===== src/rtl/agc_gain_apply.sv =====
// Applies the committed AGC gain to a signed sample stream with rounding and saturation.
// Gain updates from the estimator are held and committed only at frame boundaries.
module agc_gain_apply #(
    parameter int DIN_WIDTH  = 8,
    parameter int DIN_POINT  = 7,
    parameter int GAIN_WIDTH = 12,
    parameter int GAIN_POINT = 10,
    parameter int DOUT_WIDTH = 8,
    parameter int DOUT_POINT = 7,
    parameter int FRAME_LEN  = 32,
    parameter int GAIN_INIT  = 1024
) (
    input  logic                         clk,
    input  logic                         rst,
    input  logic signed [DIN_WIDTH-1:0]  din,
    input  logic                         din_valid,
    input  logic [GAIN_WIDTH-1:0]        gain,
    input  logic                         gain_valid,
    output logic signed [DOUT_WIDTH-1:0] dout,
    output logic                         dout_valid,
    output logic                         sat,
    output logic [15:0]                  sat_count,
    output logic [GAIN_WIDTH-1:0]        gain_active,
    output logic                         gain_pending
);

    localparam int PW  = DIN_WIDTH + GAIN_WIDTH + 1;
    localparam int SW  = PW + 1;
    localparam int SH  = DIN_POINT + GAIN_POINT - DOUT_POINT;
    localparam int FCW = (FRAME_LEN > 1) ? $clog2(FRAME_LEN) : 1;

    localparam logic [FCW-1:0]       FRAME_LAST = FCW'(FRAME_LEN - 1);
    localparam logic signed [PW:0]   RND_BIAS   = SW'(2 ** (SH - 1));
    localparam logic signed [PW:0]   OUT_MAX    = SW'(2 ** (DOUT_WIDTH - 1) - 1);
    localparam logic signed [PW:0]   OUT_MIN    = SW'(-(2 ** (DOUT_WIDTH - 1)));

    // Reset asserts asynchronously but releases on a clock edge.
    logic rst_sync;

    always_ff @(posedge clk or negedge rst) begin
        if (!rst) rst_sync <= 1'b0;
        else      rst_sync <= 1'b1;
    end

    logic [FCW-1:0]        frame_cnt;
    logic [GAIN_WIDTH-1:0] gain_pend;
    logic                  frame_end;

    assign frame_end = din_valid && (frame_cnt == FRAME_LAST);

    // A strobe arriving on the frame's last sample is committed directly.
    always_ff @(posedge clk or negedge rst_sync) begin
        if (!rst_sync) begin
            frame_cnt    <= '0;
            gain_pend    <= '0;
            gain_pending <= 1'b0;
            gain_active  <= GAIN_WIDTH'(GAIN_INIT);
        end else begin
            if (din_valid) frame_cnt <= frame_end ? '0 : frame_cnt + 1'b1;
            if (frame_end && (gain_valid || gain_pending)) begin
                gain_active  <= gain_valid ? gain : gain_pend;
                gain_pending <= 1'b0;
            end else if (gain_valid) begin
                gain_pend    <= gain;
                gain_pending <= 1'b1;
            end
        end
    end

    // Valid-only stream: each stage advances when its valid is high, there is no ready/stall.
    logic                         v1, v2;
    logic signed [DIN_WIDTH-1:0]  d1;
    logic [GAIN_WIDTH-1:0]        g1;
    logic signed [PW-1:0]         p2;

    always_ff @(posedge clk or negedge rst_sync) begin
        if (!rst_sync) begin
            v1 <= 1'b0;
            v2 <= 1'b0;
            d1 <= '0;
            g1 <= '0;
            p2 <= '0;
        end else begin
            v1 <= din_valid;
            v2 <= v1;
            if (din_valid) begin
                d1 <= din;
                g1 <= gain_active;
            end
            if (v1) p2 <= PW'(d1) * PW'($signed({1'b0, g1}));
        end
    end

    logic signed [PW:0]            rnd_sum;
    logic signed [PW:0]            shifted;
    logic signed [DOUT_WIDTH-1:0]  dout_n;
    logic                          sat_n;

    always_comb begin
        rnd_sum = $signed({p2[PW-1], p2}) + RND_BIAS;
        shifted = rnd_sum >>> SH;
        dout_n  = shifted[DOUT_WIDTH-1:0];
        sat_n   = 1'b0;
        if (shifted > OUT_MAX) begin
            dout_n = OUT_MAX[DOUT_WIDTH-1:0];
            sat_n  = 1'b1;
        end else if (shifted < OUT_MIN) begin
            dout_n = OUT_MIN[DOUT_WIDTH-1:0];
            sat_n  = 1'b1;
        end
    end

    always_ff @(posedge clk or negedge rst_sync) begin
        if (!rst_sync) begin
            dout       <= '0;
            dout_valid <= 1'b0;
            sat        <= 1'b0;
            sat_count  <= '0;
        end else begin
            dout_valid <= v2;
            sat        <= v2 & sat_n;
            if (v2) dout <= dout_n;
            if (dout_valid && sat && (sat_count != 16'hFFFF)) sat_count <= sat_count + 16'd1;
        end
    end

endmodule

===== config.mk =====
export PLATFORM = sky130hd
export DESIGN_NAME = agc_gain_apply
export DESIGN_NICKNAME = d
export VERILOG_FILES = /design/src/rtl/agc_gain_apply.sv
export SDC_FILE = /design/constraint.sdc
export NUM_CORES = 1
export LEC_CHECK = 0
export CAP_MARGIN = 10
export CORE_MARGIN = 1.5
export CORE_UTILIZATION = 50
export DETAILED_ROUTE_END_ITERATION = 6
export PLACE_DENSITY = 0.8
export RECOVER_POWER = 50
export SETUP_SLACK_MARGIN = 0.2
export SLEW_MARGIN = 20
export SYNTH_ARGS = -nofsm -noshare
export SYNTH_HDL_FRONTEND = slang
export SYNTH_SLANG_ARGS = --single-unit

===== constraint.sdc =====
create_clock -name clk -period 6.63 [get_ports clk]
set_input_delay 1.326 -clock clk [delete_from_list [all_inputs] [get_ports clk]]
set_output_delay 1.326 -clock clk [all_outputs]
set_load 0.05 [all_outputs]

* Yosys cells after proc, flatten, opt, wreduce, memory -nomap -nowiden
Cells that the tools add are included.
Storage, ports and cells: input bits 24, output and inout bits 39, word-level logic and storage cells 37, flip-flop bits (word level) 100
Operators by class: magnitude comparators 2, reductions and logical operators 6, muxes and demuxes 8, eq/ne operators 2, bitwise operators 1, multiply operators 1, add/subtract/negate cells 3
Operators by type and width (number):
- 21-bit by 11-bit adder with 22-bit output, second input constant | 1
- 8-bit by 13-bit multiplier with 21-bit output | 1
- 16-bit by 1-bit adder with 16-bit output, second input constant | 1
- 8-bit 2-to-1 mux | 2
- 16-bit != test, second input constant | 1
- 12-bit by 8-bit > comparator with 1-bit output, second input constant | 1
- 12-bit by 8-bit less-than comparator with 1-bit output, second input constant | 1
- 12-bit 2-to-1 mux | 1
- 5-bit by 1-bit adder with 5-bit output, second input constant | 1
- 5-bit equality test, second input constant | 1
- 5-bit 2-to-1 mux | 1
- 1-bit logical AND | 4
- 1-bit 2-to-1 mux | 4
- 2-bit nonzero test | 1
- 1-bit bitwise AND | 1
- 1-bit logical OR | 1

* Logic depth before layout (Yosys ltp)
Gate-level depths: netlist of the first run.
word-level depth 5, gate-level depth with buffers 17, gate-level depth less buffers 17

* Least setup slack after synthesis of the first run
No wires, ideal clock.
kind flip-flop to flip-flop, start point register d1[7], end point register p2[18], clock period less this slack 4397 ps, slack 2233 ps, cell stages (with the launch flop) 16, setup time 88 ps, data required time 6542 ps, data arrival time 4309 ps, path buffers 0, cells stage by stage dfrtp_1 -> clkinv_1 -> nor2_1 -> fa_1 -> fa_1 -> fa_1 -> inv_1 -> fa_1 -> inv_1 -> ha_1 -> a21oi_1 -> o21ai_0 -> a31oi_1 -> nand2_1 -> or3_1 -> a41oi_1
On the way: cells in the longest elaborated chain, start to end 1
Ends and longest elaborated chain:
- start, declared | RTL line 72 | logic signed [DIN_WIDTH-1:0] d1;
- start signal, assigned | RTL line 87 | d1 <= din;
- 8-bit by 13-bit multiplier with 21-bit output | RTL line 90 | if (v1) p2 <= PW'(d1) * PW'($signed({1'b0, g1}));
- end signal, assigned | RTL line 90
- end, declared | RTL line 74 | logic signed [PW-1:0] p2;
Every way passes these cells. A chain may end at the register's enable or synchronous reset.

* Worst setup path after layout of the first run
Ends and elaborated chain as after synthesis.

==> results of run 1 <==
metrics by stage:
step                instances  setup slack, ps
floorplan                 684             2230
global placement          907             2030
detailed placement        907             1760
CTS                       923             1700
global route              923              851
finish                    923             1660
kinds of logic after synthesis:
kind of cell               share of synthesized area [%]
muxes                                               7.81
DFF                                                 32.5
buffers and inverters                               6.09
and+or+nand+nor                                     15.7
other                                             0.0535
AOI/OAI and AO/OA                                   8.45
adders and majority gates                           26.3
xor gates and xnor gates                            3.00
cell type report:
class                           instances  area share [%]
Multi-Input combinational cell        484            52.9
Sequential cell                        91            28.3
Timing Repair Buffer                   65            7.93
Inverter                               87            4.05
Clock buffer                            9            2.79
Tap cell                              180            2.79
Clock inverter                          7            1.26
critical path, delay by kind of cell, from the launching register on:
kind	cells	cell delay, ps
and+or+nand+nor	3	790
buffers and inverters	3	420
adders and majority gates	5	2380
AOI/OAI and AO/OA	4	810
DFF	1	460
Yosys cell counts, types with 2 or more instances:
master,n
nand2_1,68
nand3b_1,3
fa_1,59
nand2b_1,4
mux2_2,37
o21ai_1,3
and4_4,3
clkbuf_1,14
a21o_1,8
buf_2,2
nand3_1,10
buf_6,2
xor2_1,7
a31oi_1,6
inv_1,85
ha_1,53
o311ai_0,2
nand4_1,11
clkinv_1,2
and2_1,62
buf_1,4
and3_1,7
dfrtp_1,90
xnor2_1,17
a21oi_1,16
nor4_1,2
o21a_1,6
mux2i_1,13
nor2_1,25
nor3_1,3
o22a_1,7
o22ai_1,2
o31ai_1,5
o211ai_1,2
o21ai_0,22
sequential cells by signal (all words and copies together), names as in the netlist:
signal and flops:
sat_count 16, g1 12, gain_active 12, gain_pend 12, p2 12, d1 8, dout 8, frame_cnt 5
dout_valid 1, gain_pending 1, rst_sync 1, sat 1, v1 1, v2 1
metal layers:
metal / global-route usage [%] / routed length [um] / part of all wire [%] / vias up
li1: - / - / - / 2374
met1: 25.6 / 5870 / 42 / 2605
met2: 36.7 / 7610 / 54 / 94
met3: 3.20 / 407 / 2.9 / 16
met4: 6.91 / 225 / 1.6 / 0
met5: 0 / 0 / 0 / -
placed cells by master, fill, tap and decap left out, types with 7 or more instances in the layout:
cell             synthesis  layout
dfrtp_1                 90      89
inv_1                   85      85
nand2_1                 68      68
and2_1                  62      62
clkdlybuf4s50_1          0      61
fa_1                    59      59
ha_1                    53      53
mux2_2                  37      37
nor2_1                  25      25
o21ai_0                 22      22
xnor2_1                 17      17
a21oi_1                 16      16
mux2i_1                 13      13
nand4_1                 11      11
nand3_1                 10      10
clkbuf_16                0       9
a21o_1                   8       8
and3_1                   7       7
a31oi_1                  6       7
o22a_1                   7       7
xor2_1                   7       7
worst min-delay path by stage:
stage | startpoint | to | slack (ps) | cells after the start
after floorplan | v1$_DFF_PN0_ | v2$_DFF_PN0_ | 380 | 0
after global placement | sat_count[3]$_DFFE_PN0P_ | sat_count[3]$_DFFE_PN0P_ | 480 | 1
after detailed placement | gain_active[10]$_DFFE_PN1P_ | gain_active[10]$_DFFE_PN1P_ | 480 | 2
after CTS | gain_active[10]$_DFFE_PN1P_ | gain_active[10]$_DFFE_PN1P_ | 490 | 2
after global routing | dout[1]$_DFFE_PN0P_ | dout[1]$_DFFE_PN0P_ | 520 | 1
final | gain_active[10]$_DFFE_PN1P_ | gain_active[10]$_DFFE_PN1P_ | 490 | 2
==> results.sh, run 1 <==
export IMPL_status="finished, violations left"
export IMPL_violations="capacitance limit, slew limit"
export IMPL_rsz0062_at_grt="false"
export IMPL_grt_max_degree=91
export IMPL_synth_ff_type="dfrtp_1"
export IMPL_multi_input_area_um2=4270
export IMPL_vias=5089
export IMPL_syn_nets=820
export IMPL_wl_per_cell_um=15.3
export IMPL_synth_async_sr_flop_share_pct=100
export IMPL_grt_pass1_vias=5307
export IMPL_max_slew_margin_pct=-219
export IMPL_final_core_util_pct=58.6
export IMPL_htree_levels=3
export IMPL_ios=63
export IMPL_synth_cell_types=57
export IMPL_crit_path_end="p2[18]$_DFFE_PN0P_"
export IMPL_place_hpwl_mm=10.7
export IMPL_synthTopCellsByArea="dfrtp_1 (32%), fa_1 (17%), ha_1 (9.5%)"
export IMPL_placed_area_um2=7780
export IMPL_setup_viol=0
export IMPL_reg2reg_slack_ps=1660
export IMPL_nNetsFinal=874
export IMPL_critPathLaunchType="register"
export IMPL_dieArea_um2=14700
export IMPL_crit_path_max_incr_delay_ps=540
export IMPL_area_growth_pct=15.1
export IMPL_maxCapViolations=1
export IMPL_worstSetupPathType="register to register"
export IMPL_grt_pass1_wl_mm=24.4
export IMPL_arrival_ps=5230
export IMPL_period_share_pct=75.0
export IMPL_cp_cell_sequence="clkinv_1 -> nor2_1 -> fa_1 -> fa_1 -> fa_1 -> inv_1 -> fa_1 -> inv_1 -> ha_1 -> a21oi_1 -> o21ai_0 -> a31oi_1 -> nand2_1 -> or3_1 -> a41oi_1"
export IMPL_reg2reg_depth=15
export IMPL_path_common_cell="fa_1"
export IMPL_dieHeight_um=121
export IMPL_finalSetupTns_ps=0
export IMPL_avgSynthCellArea_um2=10.2
export IMPL_cts_hold_buf=0
export IMPL_hold_class="register to register"
export IMPL_period_minus_slack_ps=4970
export IMPL_cts_made_buffers=9
export IMPL_worstPathRequired_ps=6890
export IMPL_dieWidth_um=121
export IMPL_nFillCells=1187
export IMPL_num_rows=43
export IMPL_grtUsageTotal_pct=20.7
export IMPL_drc_errors=0
export IMPL_r2r_end="p2[18]$_DFFE_PN0P_"
export IMPL_port_buffers=62
export IMPL_worst_slew_pin_slew_ps=4790
export IMPL_place_gp_congestion=0.853
export IMPL_clock_skew_ps=6.73
export IMPL_ctsResizeCount=0
export IMPL_core_area_um2=13800
export IMPL_fin_area_um2=8070
export IMPL_antenna_found_initial=0
export IMPL_r2r_start="d1[7]$_DFFE_PN0P_"
export IMPL_synthCells=684
export IMPL_cts_setup_buffers=0
export IMPL_clockRootBuffer="clkbuf_16"
export IMPL_startpoint="d1[7]$_DFFE_PN0P_"
export IMPL_synth_top_cell_area_share_pct=32.2
export IMPL_max_freq_ghz=0.201
export IMPL_detail_route_antenna_nets=0
export IMPL_report_final_slew_viol_count=91
export IMPL_syn_area_um2=7000
export IMPL_synth_largest_area_cell="dfrtp_1"
export IMPL_drt_total_wl_mm=14.1
export IMPL_initial_core_util_pct=50.9
export IMPL_ys_ff_latch=91
export IMPL_synth_seq_area_share_pct=32.5
export IMPL_cts_tree="yes"
export IMPL_clkSinkCount=91
export IMPL_drive_gt1_share_pct=8.08
export IMPL_cts_buffer_depth=2
export IMPL_finalHoldViolCount=0
export IMPL_slowest_stage="fa_1"
export IMPL_via_per_inst=5.51
export IMPL_crit_fanout=10
export IMPL_holdWs_ps=490
export IMPL_clk_latency_ps=340
export IMPL_n_antenna_cell=0
export IMPL_worstSetupEndpointType="register"
export IMPL_register_area_um2=2280
export IMPL_synth_edf_count=0
export IMPL_drtIter0Drc=238
export IMPL_gr_total_overflow=0
export IMPL_cts_reportedPaths_clkPinSlew_ps=70
export IMPL_dr_pass1_iters=4
export IMPL_ys_warn_count=0
Power of run 1 is not shown: default switching activity piles up to over one toggle a cycle in this logic, so the estimate is an artifact.
==> run 2, diff against run 1 <==
==> constraint.sdc (replaced) <==
create_clock -name clk -period 4.73 [get_ports clk]
set_input_delay 0.946 -clock clk [delete_from_list [all_inputs] [get_ports clk]]
set_output_delay 0.946 -clock clk [all_outputs]
set_load 0.05 [all_outputs]
==> results.sh, run 2 (synthesized netlist as in run 1, its figures left out) <==
export IMPL_period_share_pct=94.8
export IMPL_htree_levels=3
export IMPL_ios=63
export IMPL_drtIter0Drc=296
export IMPL_grt_pass1_vias=5361
export IMPL_drive_gt1_share_pct=16.3
export IMPL_initial_core_util_pct=50.9
export IMPL_dieArea_um2=14700
export IMPL_antenna_found_initial=0
export IMPL_grtUsageTotal_pct=21.5
export IMPL_status="finished, violations left"
export IMPL_violations="capacitance limit, slew limit"
export IMPL_hold_class="register to register"
export IMPL_cts_buffer_depth=2
export IMPL_cts_hold_buf=0
export IMPL_worst_slew_pin_slew_ps=1560
export IMPL_worstSetupEndpointType="register"
export IMPL_setup_viol=0
export IMPL_pre_cts_slack_ps=-11.5
export IMPL_r2r_end="p2[16]$_DFFE_PN0P_"
export IMPL_period_minus_slack_ps=4480
export IMPL_dieWidth_um=121
export IMPL_cts_reportedPaths_clkPinSlew_ps=70
export IMPL_n_antenna_cell=0
export IMPL_cts_tree="yes"
export IMPL_critPathLaunchType="register"
export IMPL_drc_errors=0
export IMPL_reg2reg_depth=15
export IMPL_num_rows=43
export IMPL_crit_fanout=6
export IMPL_clk_latency_ps=340
export IMPL_startpoint="d1[6]$_DFFE_PN0P_"
export IMPL_detail_route_antenna_nets=0
export IMPL_report_final_slew_viol_count=74
export IMPL_gr_total_overflow=0
export IMPL_final_common_cell="inv_1"
export IMPL_clock_skew_ps=6.46
export IMPL_max_freq_ghz=0.223
export IMPL_place_hpwl_mm=10.9
export IMPL_place_gp_congestion=0.879
export IMPL_dieHeight_um=121
export IMPL_grt_max_degree=52
export IMPL_r2r_start="d1[6]$_DFFE_PN0P_"
export IMPL_largest_register_ff_count=16
export IMPL_arrival_ps=4730
export IMPL_port_buffers=62
export IMPL_maxCapViolations=2
export IMPL_register_area_um2=2290
export IMPL_worstPathRequired_ps=4980
export IMPL_crit_path_end="p2[16]$_DFFE_PN0P_"
export IMPL_core_area_um2=13800
export IMPL_clkSinkCount=91
export IMPL_multi_input_area_um2=4390
export IMPL_top_register="sat_count"
export IMPL_rsz0062_at_grt="true"
export IMPL_grt_pass1_wl_mm=25.3
export IMPL_worstSetupPathType="register to register"
export IMPL_cts_made_buffers=9
export IMPL_nFillCells=1093
export IMPL_area_growth_pct=19.8
export IMPL_drt_total_wl_mm=15.4
export IMPL_clockRootBuffer="clkbuf_16"
export IMPL_wl_per_cell_um=16.1
export IMPL_reg2reg_slack_ps=250
export IMPL_via_per_inst=5.61
export IMPL_dr_pass1_iters=5
export IMPL_vias=5343
export IMPL_timing_final_ws_setup_ps=248
export IMPL_finalHoldViolCount=0
export IMPL_max_slew_margin_pct=-3.99
export IMPL_final_cell_mix="inv_1 (85), dfrtp_1 (77), nand2_1 (68)"
export IMPL_nNetsFinal=904
run 2: worst min-delay path by stage:
stage | depth (start not counted) | endpoint | start
after floorplan | 0 | v2$_DFF_PN0_ | v1$_DFF_PN0_
after global placement | 0 | sat_count[5]$_DFFE_PN0P_ | rst_sync$_DFF_PN0_
after detailed placement | 0 | sat_count[7]$_DFFE_PN0P_ | rst_sync$_DFF_PN0_
after CTS | 0 | sat_count[4]$_DFFE_PN0P_ | rst_sync$_DFF_PN0_
after global routing | 1 | dout[2]$_DFFE_PN0P_ | dout[2]$_DFFE_PN0P_
final | 1 | sat_count[10]$_DFFE_PN0P_ | sat_count[10]$_DFFE_PN0P_
run 2: what timing repair did:
item	CTS	global route
buffers inserted	11	17
resized for setup	21	25
setup endpoints to repair	9	11
pin swaps	3	8
cloned	0	0
run 2: worst max-delay path: stages (launching register included):
cell and delay [ps]:
dfrtp_2 460, clkbuf_2 180, and2_1 190, fa_1 500, fa_1 520, fa_1 550
inv_1 60, fa_1 530, inv_1 70, ha_4 290, nand4_1 160, a211oi_2 260
o21ai_2 140, a21boi_2 200, nor3_1 60, o31ai_1 220
run 2: area by class of cell:
cell class,instances,share of cell area (%)
clock buffers,10,2.85
well taps,180,2.68
repair buffers,95,10.3
multi-input cells,484,52.3
flip-flops and latches,91,27.3
clock inverters,6,0.581
inverters,87,3.92
run 2: metrics by stage:
stage | hold slack [ps] | util, % | cells | instance area, um^2 | TNS [ps]
2_1_floorplan | 379 | - | 684 | 7000 | 0
3_3_place_gp | 309 | 56.6 | 909 | 7790 | 0
3_5_place_dp | 326 | 56.6 | 909 | 7790 | -11.5
4_1_cts | 327 | 59.6 | 936 | 8210 | 0
5_1_grt | 510 | 60.9 | 953 | 8390 | 0
6_report | 497 | 60.9 | 953 | 8390 | 0
run 2: per-layer routing:
layer  share of wire [%]  global-route usage [%]
met4                 2.7                    7.65
met5                   0                       0
met2                  52                    37.1
met1                  40                    27.5
met3                 4.8                    2.87
Power of run 2 is left out for the same reason.
==> run 3, diff against run 2 <==
--- a/config.mk
+++ b/config.mk
@@ -7,11 +7,12 @@
 export LEC_CHECK = 0
 export CAP_MARGIN = 10
 export CORE_MARGIN = 1.5
-export CORE_UTILIZATION = 50
+export CORE_UTILIZATION = 59
 export DETAILED_ROUTE_END_ITERATION = 6
-export PLACE_DENSITY = 0.8
+export PLACE_DENSITY = 0.9
 export RECOVER_POWER = 50
 export SETUP_SLACK_MARGIN = 0.2
+export SKIP_LAST_GASP = 1
 export SLEW_MARGIN = 20
 export SYNTH_ARGS = -nofsm -noshare
 export SYNTH_HDL_FRONTEND = slang
==> results.sh, run 3 (synthesized netlist as in run 1, its figures left out) <==
export IMPL_period_share_pct=98.2
export IMPL_max_slew_margin_pct=-23.1
export IMPL_final_cell_mix="inv_1 (84), dfrtp_1 (76), nand2_1 (68)"
export IMPL_final_common_cell="inv_1"
export IMPL_place_hpwl_mm=10.9
export IMPL_n_antenna_cell=0
export IMPL_period_minus_slack_ps=4640
export IMPL_clk_latency_ps=350
export IMPL_worstSetupEndpointType="register"
export IMPL_clockRootBuffer="clkbuf_16"
export IMPL_critPathLaunchType="register"
export IMPL_finalHoldViolCount=0
export IMPL_nNetsFinal=911
export IMPL_maxCapViolations=2
export IMPL_dr_pass1_iters=6
export IMPL_report_final_slew_viol_count=78
export IMPL_cts_buffer_depth=2
export IMPL_ios=63
export IMPL_port_buffers=62
export IMPL_drc_errors=0
export IMPL_dieArea_um2=12500
export IMPL_finalSetupTns_ps=0
export IMPL_area_growth_pct=20.9
export IMPL_setup_viol=0
export IMPL_worst_slew_pin_slew_ps=1850
export IMPL_max_freq_ghz=0.215
export IMPL_via_per_inst=6.12
export IMPL_rsz0062_at_grt="true"
export IMPL_num_rows=39
export IMPL_drt_total_wl_mm=18.1
export IMPL_gr_total_overflow=0
export IMPL_dieHeight_um=112
export IMPL_status="finished, violations left"
export IMPL_clock_skew_ps=8.40
export IMPL_dieWidth_um=112
export IMPL_core_area_um2=11500
export IMPL_violations="capacitance limit, slew limit"
export IMPL_antenna_found_initial=0
export IMPL_worstPathRequired_ps=4930
export IMPL_grtUsageTotal_pct=24.5
export IMPL_top_register="sat_count"
export IMPL_worstSetupPathType="register to register"
export IMPL_cts_hold_buf=0
export IMPL_cts_made_buffers=9
export IMPL_initial_core_util_pct=60.8
export IMPL_vias=5651
export IMPL_grt_max_degree=91
export IMPL_arrival_ps=4840
export IMPL_grt_pass1_vias=5378
export IMPL_grt_pass1_wl_mm=24.8
export IMPL_drtIter0Drc=658
export IMPL_crit_fanout=7
export IMPL_wl_per_cell_um=19.7
export IMPL_drive_gt1_share_pct=17.8
export IMPL_place_gp_congestion=0.936
export IMPL_clkSinkCount=91
export IMPL_cts_reportedPaths_clkPinSlew_ps=70
export IMPL_largest_register_ff_count=16
export IMPL_cts_tree="yes"
export IMPL_htree_levels=3
export IMPL_detail_route_antenna_nets=0
export IMPL_hold_class="register to register"
-- run 3: cell types whose count changed in the layout (fill, tap and decap cells not counted), sizes merged --
cell	change
clkbuf	-1
clkinv	+1
dlymetal6s2s	-1
buf	+8
-- run 3: path summary, 6_finish.rpt --
check                                          start                         to  slack, ps  cells past startpoint
min in group asynchronous         rst_sync$_DFF_PN0_   sat_count[0]$_DFFE_PN0P_        770                      0
max in group asynchronous         rst_sync$_DFF_PN0_         p2[14]$_DFFE_PN0P_       2880                      0
hold / removal             sat_count[15]$_DFFE_PN0P_  sat_count[15]$_DFFE_PN0P_        490                      1
setup reg to reg                   d1[2]$_DFFE_PN0P_         p2[20]$_DFFE_PN0P_         90                     16
setup / recovery                   d1[2]$_DFFE_PN0P_         p2[20]$_DFFE_PN0P_         90                     16
hold reg to reg            sat_count[15]$_DFFE_PN0P_  sat_count[15]$_DFFE_PN0P_        490                      1
-- run 3: final cells by class --
type | count | area [um^2]
clock inverters | 6 | 40.0
repair inverters | 1 | 7.51
repair buffers | 101 | 925
clock buffers | 10 | 239
inverters | 87 | 329
flip-flops and latches | 91 | 2300
well taps | 143 | 179
multi-input cells | 484 | 4450
fillers | 677 | 3050
-- run 3: layer usage --
metal	track usage, %	vias up	share of wire, %
li1	-	2453	-
met1	31.8	2750	36
met2	42.6	356	51
met3	3.59	92	8.2
met4	8.19	0	4.6
met5	0	-	0
-- run 3: repair_timing --
| action | CTS | global route |
|---|---|---|
| setup buffers | 0 | 33 |
| gates resized for setup | 9 | 51 |
| endpoints found under the setup margin | 7 | 11 |
| pin swaps | 0 | 20 |
| gates cloned | 0 | 1 |
-- run 3: worst max-delay path, cell delays in order (launching register included) --
cell,delay [ps]
dfrtp_2,490
buf_4,170
and2_1,140
fa_1,450
fa_1,490
fa_1,540
inv_1,50
fa_1,530
inv_1,60
ha_4,270
a21oi_2,160
o21ai_1,100
a31oi_1,260
nand2_1,150
buf_4,170
o211ai_1,250
o221ai_1,200
-- run 3: through the flow --
step                      hold WS (ps)  std cells  area, um^2  util (%)  setup slack (ps)
final                              486        923        8470      73.5              87.3
after detailed placement           486        872        7740      67.3              65.9
after global routing               522        923        8470      73.5             -54.1
after floorplan                    379        684        7000         -               333
after CTS                          494        888        8050      69.9               159
after global placement             480        872        7740      67.3               219
Power of run 3 is left out for the same reason.
